<file path="src/rtl/uart_tx_8n1_if.sv">
// Byte-source / serial-line bundle for uart_tx_8n1.
// Signal names are written from the transmitter's point of view.
//   i_enable   : level, start a frame whenever the transmitter is free
//   i_data     : byte offered by the provider, sampled only while o_get_next is high
//   o_get_next : one-cycle advance strobe back to the provider
//   o_tx       : serial line, idle high
//   o_busy     : high from the start bit through the stop bit
// Modports: slave = transmitter, master = byte provider / line observer.
interface uart_tx_8n1_if;
    logic       i_enable;
    logic [7:0] i_data;
    logic       o_get_next;
    logic       o_tx;
    logic       o_busy;

    modport master (
        output i_enable,
        output i_data,
        input  o_get_next,
        input  o_tx,
        input  o_busy
    );

    modport slave (
        input  i_enable,
        input  i_data,
        output o_get_next,
        output o_tx,
        output o_busy
    );
endinterface

</file>
<file path="src/rtl/uart_tx_8n1.sv">
// Serial 8N1 transmitter that drains a byte provider.
// While enabled it latches the provider's current byte, strobes o_get_next to advance it,
// and shifts the byte out LSB-first. Frames chain back to back with no idle cycle.
// Ports:
//   i_clk   : system clock, rising edge
//   i_rst_n : asynchronous active-low reset
//   io_src  : uart_tx_8n1_if.slave (i_enable, i_data, o_get_next, o_tx, o_busy)
// Parameters:
//   CLOCKS_PER_BAUD : clock cycles per bit period, 2..65535
// Build option:
//   UART_TX_PARITY_EN : when defined, an even-parity bit is sent between the data bits and
//                       the stop bit (11 bit periods per frame); otherwise plain 8N1.
module uart_tx_8n1 #(
    parameter int unsigned CLOCKS_PER_BAUD = 104
) (
    input  logic         i_clk,
    input  logic         i_rst_n,
    uart_tx_8n1_if.slave io_src
);

    localparam int unsigned CntW = (CLOCKS_PER_BAUD > 1) ? $clog2(CLOCKS_PER_BAUD) : 1;
    localparam logic [CntW-1:0] BaudLast = CntW'(CLOCKS_PER_BAUD - 1);

    typedef enum logic [2:0] {
        StIdle   = 3'd0,
        StStart  = 3'd1,
        StData   = 3'd2,
`ifdef UART_TX_PARITY_EN
        StParity = 3'd3,
`endif
        StStop   = 3'd4
    } state_e;

    state_e          r_state;
    logic [CntW-1:0] r_baud_cnt;
    logic [2:0]      r_bit_idx;
    logic [7:0]      r_shift;
    logic            r_tx;
    logic            r_busy;
`ifdef UART_TX_PARITY_EN
    logic            r_parity;
`endif

    logic w_baud_end;
    logic w_load;

    assign w_baud_end = (r_baud_cnt == BaudLast);

    // Latch points: any idle cycle, or the last stop-bit cycle when chaining.
    // Gated by reset so the provider is never advanced while the block is held in reset.
    assign w_load = i_rst_n & io_src.i_enable &
                    ((r_state == StIdle) | ((r_state == StStop) & w_baud_end));

    assign io_src.o_get_next = w_load;
    assign io_src.o_tx       = r_tx;
    assign io_src.o_busy     = r_busy;

    always_ff @(posedge i_clk or negedge i_rst_n) begin
        if (!i_rst_n) begin
            r_state    <= StIdle;
            r_baud_cnt <= '0;
            r_bit_idx  <= '0;
            r_shift    <= '0;
            r_tx       <= 1'b1;
            r_busy     <= 1'b0;
`ifdef UART_TX_PARITY_EN
            r_parity   <= 1'b0;
`endif
        end else begin
            r_baud_cnt <= w_baud_end ? '0 : r_baud_cnt + 1'b1;

            case (r_state)
                StIdle: begin
                    r_baud_cnt <= '0;
                    r_tx       <= 1'b1;
                    r_busy     <= 1'b0;
                end
                StStart: begin
                    if (w_baud_end) begin
                        r_state   <= StData;
                        r_bit_idx <= '0;
                        r_tx      <= r_shift[0];
                    end
                end
                StData: begin
                    if (w_baud_end) begin
                        r_shift   <= {1'b0, r_shift[7:1]};
                        r_bit_idx <= r_bit_idx + 1'b1;
                        if (r_bit_idx == 3'd7) begin
`ifdef UART_TX_PARITY_EN
                            r_state <= StParity;
                            r_tx    <= r_parity;
`else
                            r_state <= StStop;
                            r_tx    <= 1'b1;
`endif
                        end else begin
                            // Next bit is bit 1 of the pre-shift register.
                            r_tx <= r_shift[1];
                        end
                    end
                end
`ifdef UART_TX_PARITY_EN
                StParity: begin
                    if (w_baud_end) begin
                        r_state <= StStop;
                        r_tx    <= 1'b1;
                    end
                end
`endif
                StStop: begin
                    if (w_baud_end) begin
                        r_state <= StIdle;
                        r_tx    <= 1'b1;
                        r_busy  <= 1'b0;
                    end
                end
                default: begin
                    r_state <= StIdle;
                    r_tx    <= 1'b1;
                    r_busy  <= 1'b0;
                end
            endcase

            // A load overrides whatever the state above decided: start bit goes out next cycle.
            if (w_load) begin
                r_shift    <= io_src.i_data;
                r_state    <= StStart;
                r_baud_cnt <= '0;
                r_bit_idx  <= '0;
                r_tx       <= 1'b0;
                r_busy     <= 1'b1;
`ifdef UART_TX_PARITY_EN
                r_parity   <= ^io_src.i_data;
`endif
            end
        end
    end

endmodule

</file>
<file path="src/flat_wrapper.sv">
// flat-port wrapper written by rule: the top's interface ports become plain ports
module uart_tx_8n1_flat 
#(
    parameter int unsigned CLOCKS_PER_BAUD = 104
)
  (i_clk, i_rst_n, io_src_i_enable, io_src_i_data, io_src_o_get_next, io_src_o_tx, io_src_o_busy);
  uart_tx_8n1_if io_src_i ();
  input  logic i_clk;
  input  logic i_rst_n;
  input wire logic [$bits(io_src_i.i_enable)-1:0] io_src_i_enable;
  input wire logic [$bits(io_src_i.i_data)-1:0] io_src_i_data;
  output wire logic [$bits(io_src_i.o_get_next)-1:0] io_src_o_get_next;
  output wire logic [$bits(io_src_i.o_tx)-1:0] io_src_o_tx;
  output wire logic [$bits(io_src_i.o_busy)-1:0] io_src_o_busy;
  assign io_src_i.i_enable = io_src_i_enable;
  assign io_src_i.i_data = io_src_i_data;
  assign io_src_o_get_next = io_src_i.o_get_next;
  assign io_src_o_tx = io_src_i.o_tx;
  assign io_src_o_busy = io_src_i.o_busy;
  uart_tx_8n1 #(.CLOCKS_PER_BAUD(CLOCKS_PER_BAUD)) u_core (.i_clk(i_clk), .i_rst_n(i_rst_n), .io_src(io_src_i));
endmodule
</file>
<file path="config.mk">
export PLATFORM = sky130hd
export DESIGN_NAME = uart_tx_8n1_flat
export DESIGN_NICKNAME = d
export VERILOG_FILES = /design/src/rtl/uart_tx_8n1_if.sv /design/src/rtl/uart_tx_8n1.sv /design/src/flat_wrapper.sv
export SDC_FILE = /design/constraint.sdc
export NUM_CORES = 1
export LEC_CHECK = 0
export CAP_MARGIN = 5
export CORE_MARGIN = 2
export CORE_UTILIZATION = 49
export CTS_CLUSTER_SIZE = 25
export DETAILED_ROUTE_END_ITERATION = 10
export DONT_BUFFER_PORTS = 1
export SYNTH_ARGS = -nofsm -noshare
export SYNTH_HDL_FRONTEND = slang
export SYNTH_SLANG_ARGS = --single-unit
</file>
<file path="constraint.sdc">
create_clock -name i_clk -period 5.4 [get_ports i_clk]
set_input_delay 1.62 -clock i_clk [delete_from_list [all_inputs] [get_ports i_clk]]
set_output_delay 1.62 -clock i_clk [all_outputs]
set_load 0.05 [all_outputs]
</file>
Word level (Yosys, flattened, before mapping)
Index checks and enable logic that the tools add are counted.

Add/subtract/negate cells: 2. Equality and inequality tests: 11. Muxes and demuxes: 24. Bitwise logic cells: 4. Reduce and logical (&&, ||, !) cells: 10.

Operators by type and width (number): 8-bit 2-to-1 mux (3); 3-bit 2-to-1 mux (7); 7-bit 2-to-1 mux (3); 3-bit by 2-bit != test with 1-bit output (second input constant) (4); 3-bit case mux with 4 select lines (1); 7-bit by 1-bit adder with 7-bit output (second input constant) (1); 7-bit == test (second input constant) (1); 1-bit 2-to-1 mux (7); 3-bit == test (second input constant) (2); 3-bit case mux with 2 select lines (1); 3-bit AND reduction (2); 5-bit AND reduction (1); 2-bit AND reduction (2); 2-bit nonzero test (2); 3-bit by 1-bit adder with 3-bit output (second input constant) (1); 1-bit AND (3); 3-bit by 1-bit == test with 1-bit output (second input constant) (1); 3-bit by 2-bit == test with 1-bit output (second input constant) (1); 3-bit zero test (1); 1-bit case mux with 3 select lines (1); 3-bit nonzero test (1); 2-bit by 1-bit != test with 1-bit output (second input constant) (1); 2-bit != test (second input constant) (1); 1-bit case mux with 2 select lines (1); other kinds (2) (2).

Register bits after elaboration: 23. Bits of input ports: 11. Output and inout bits: 3. Word-level logic and storage cells: 57.

Depth between registers and ports, before layout
Word-level depth: 6. Gate-level depth with buffers: 6. Mapped depth without buffers: 5.

Least setup slack after synthesis
OpenSTA, ideal clock, no wires.

Path type: in2out. From: input port i_rst_n. To: output port io_src_o_get_next. Arrival: 2478 ps. Data required time: 3780 ps. Path slack: 1302 ps. Stages on the path: 3. Path buffers: 0. Path through: and3_1 -> nand2_1 -> inv_1.

Word-level cells in the longest chain between the ends: 2.

Ends and longest elaborated chain: from (decl) (line flat_wrapper.sv:9) `input logic i_rst_n;`; 1-bit AND (2 in series) (line uart_tx_8n1.sv:51) `assign w_load = i_rst_n & io_src.i_enable &`; to (decl) (line flat_wrapper.sv:12) `output wire logic [$bits(io_src_i.o_get_next)-1:0] io_src_o_get_next;`.

Every way passes these cells.

Worst setup path in the final report
Ends and elaborated chain as after synthesis.

==> reports/metrics.yaml <==
critical_path:
  start_kind: "primary input"
  critPathTopFamily: "simple AND/OR/NAND/NOR gates"
  max_stage_delay_ns: 0.46
  rrSetupSlack_ns: 3.17
  path_buf_inv: 1
  critical_path_class: "in2out"
  slowest_stage: "inv_1"
  r2r-start: "u_core.r_baud_cnt[0]"
  path_cells: "and3_1, nand2_1, inv_1"
  end_kind: "primary output"
  r2r_cells: 5
  cp_max_fo: 25
  r2r_end: "u_core.r_shift[4]"
  crit_required_ns: 3.78
  cp.arrival_ns: 2.62
floorplanning:
  core_um2: 2410
  fp.dieH_um: 53.8
  start_util_pct: 50.4
  die_x_um: 53.8
  die_area_um2: 2890
  ios: 14
  rows: 18
placed_design:
  gp_congestion: 0.756
  hpwl_um: 1420
  io_buffer_count: 0
pwr:
  leakagePower_nw: 0.624
  p_per_area_nw_per_um2: 493
  switchingPower_uw: 215
  p_clk_share_pct: 12.9
  peakVddDrop_v: 0.000245
  switching_share_pct: 34.5
  cellInternalPower_uw: 409
  p_comb_share_pct: 36.0
  finalPower_uw: 624
  seqPwrFrac_pct: 51.1
worst_hold_path:
  worstHoldStart: "u_core.r_baud_cnt[0]"
  min_path_type: "reg2reg"
  hold_depth: 1
  min_to: "u_core.r_baud_cnt[0]"
synthesis:
  avgSynthCellArea_um2: 11.7
  yosysSeqAreaShare_pct: 47.5
  synth_cells: 104
  ys_ff_latch: 23
  syn-cell-area_um2: 1210
  synth_nets: 118
  synth_warnings: 0
  synth_cell_types: 36
layout:
  fillers: 214
  syn2layout_area_growth_pct: 4.12
  nets: 121
  multi_input_area_um2: 604
  seq_area_um2: 577
  drive_gt1_share_pct: 23.6
  antenna_cells: 0
sta:
  period_share_pct: 78.5
  rsz0062_at_grt: "no"
  fin_crit_ns: 4.24
  finalSetupViolCount: 0
  tns_ns: 0
  tightest_slew_ns: 0.592
  relSlewSlack_pct: 60.2
  clock_skew_ns: 0.00731
  holdWs_ns: 0.463
  hold_violations: 0
  finalMaxSlewViolations: 0
  fmax_ghz: 0.236
drt:
  num_vias: 777
  drtIter0Drc: 18
  wl_per_cell_um: 15.3
  wirelength_um: 2090
  antenna_left: 0
  drcViolationCount: 0
  drt-pass1-iter-count: 4
  viasPerCell: 5.71
clocking:
  root_buffer: "clkbuf_4"
  cts_resized: 0
  tritoncts: "yes"
  cts_hold_buf: 0
  cts_max_path_buffers: 2
  insertion_delay_ns: 0.31
  htree_num_levels: 1
  clkTransAtPathRegs_ns: 0.13
  cts.sinks: 23
  cts_buffers: 3
  cts_setup_buffers: 0
global_route:
  overflow: 0
  grt_usage_pct: 16.2
  grt_pass1_vias: 743
  grt_antenna_before_repair: 0
  grt_max_degree: 26
  grt_first_pass_wirelength_um: 3340
outcome:
  status: "complete, no violations"
job:
  maxCapViolCount: 0
-- cell usage in the layout, fill, tap and decap left out, drive strengths merged, types with 2 or more instances in the layout --
cell and n:
a22o 2, mux2 14, dfrtp 22, o21ai 5, and3 2, xnor2 2, nand2b 2, or2 2
clkbuf 3, ha 3, inv 5, a211o 2, nor2 8, xor2 2, nand3 5, nand2 2
a21oi 7
-- cell type report --
| type | count | area share [%] |
|---|---|---|
| Tap cell | 30 | 2.97 |
| Multi-Input combinational cell | 74 | 47.8 |
| Inverter | 5 | 1.48 |
| Clock buffer | 3 | 1.78 |
| Sequential cell | 23 | 45.6 |
| Clock inverter | 1 | 0.396 |
-- cells in the mapped netlist --
cell       count  area [um2]
dfrtp_1       22         551
mux2_4        12         180
nor2_1         8        30.0
a21oi_1        7        35.0
inv_1          5        18.8
nand3_1        5        25.0
o21ai_0        5        25.0
ha_1           3        37.5
a211o_1        2        17.5
a22o_1         2        17.5
and3_1         2        12.5
mux2_2         2        22.5
nand2_1        2        7.51
nand2b_1       2        12.5
or2_2          2        12.5
xnor2_1        2        17.5
xor2_1         2        17.5
a2111oi_0      1        8.76
a21o_1         1        7.51
a2bb2oi_1      1        8.76
a31oi_1        1        6.26
and2_1         1        6.26
and2b_2        1        8.76
buf_6          1        11.3
clkbuf_1       1        3.75
dfstp_2        1        26.3
mux2i_1        1        10.0
nand4b_1       1        8.76
nor2b_1        1        6.26
nor3_1         1        5.00
nor3b_1        1        7.51
nor4_1         1        6.26
o221a_2        1        11.3
o32a_1         1        10.0
or3b_4         1        11.3
or4_4          1        11.3
-- power by group through the flow --
stage / Sequential [mW] / Clock, mW / Combinational [mW]
6_report: 0.319 / 0.0804 / 0.225
2_1_floorplan: 0.308 / 0 / 0.199
3_5_place_dp: 0.324 / 0 / 0.224
5_1_grt: 0.330 / 0.0914 / 0.252
4_1_cts: 0.320 / 0.0839 / 0.227
3_3_place_gp: 0.320 / 0 / 0.219
-- logic make-up after synthesis --
family / count (synthesis) / synth area share (%)
flops: 23 / 47.5
mux: 15 / 17.5
simple gates: 30 / 14.1
buf+inv: 7 / 2.78
fa+ha+maj: 3 / 3.09
xor+xnor: 4 / 2.88
compound gates: 22 / 12.2
-- per-stage QoR --
step / util [%] / instances / area, um2 / setup slack, ns
finish: 52.5 / 136 / 1260 / 1.16
global route: 52.5 / 136 / 1260 / 0.985
CTS: 52.5 / 136 / 1260 / 1.18
detailed placement: 51.3 / 132 / 1240 / 1.18
global placement: 51.3 / 132 / 1240 / 1.17
floorplan: - / 104 / 1210 / 1.30
-- routing by layer --
layer | routed length, um | track usage (%) | vias up
met5 | 0 | 0 | -
met4 | 13 | 5.13 | 0
met3 | 45 | 3.33 | 2
met2 | 996 | 24.4 | 8
met1 | 1030 | 23.2 | 389
li1 | - | - | 378
-- state kept, by name, indices dropped and copies added, names as in the netlist --
name and count:
u_core.r_shift 8, u_core.r_bit_idx 3, u_core.io_src.o_busy 1, u_core.r_baud_cnt 7, u_core.r_state 3, u_core.io_src.o_tx 1
-- how the worst max path moves through the flow --
| stage | startpoint | endpoint | slack [ns] | cells past startpoint |
|---|---|---|---|---|
| floorplan | i_rst_n | io_src_o_get_next | 1.30 | 3 |
| global placement | i_rst_n | io_src_o_get_next | 1.17 | 3 |
| detailed placement | i_rst_n | io_src_o_get_next | 1.18 | 3 |
| CTS | i_rst_n | io_src_o_get_next | 1.18 | 3 |
| global route | u_core.r_baud_cnt[0] | io_src_o_get_next | 0.99 | 5 |
| finish | i_rst_n | io_src_o_get_next | 1.16 | 3 |
(Power assumes the default switching activity.)
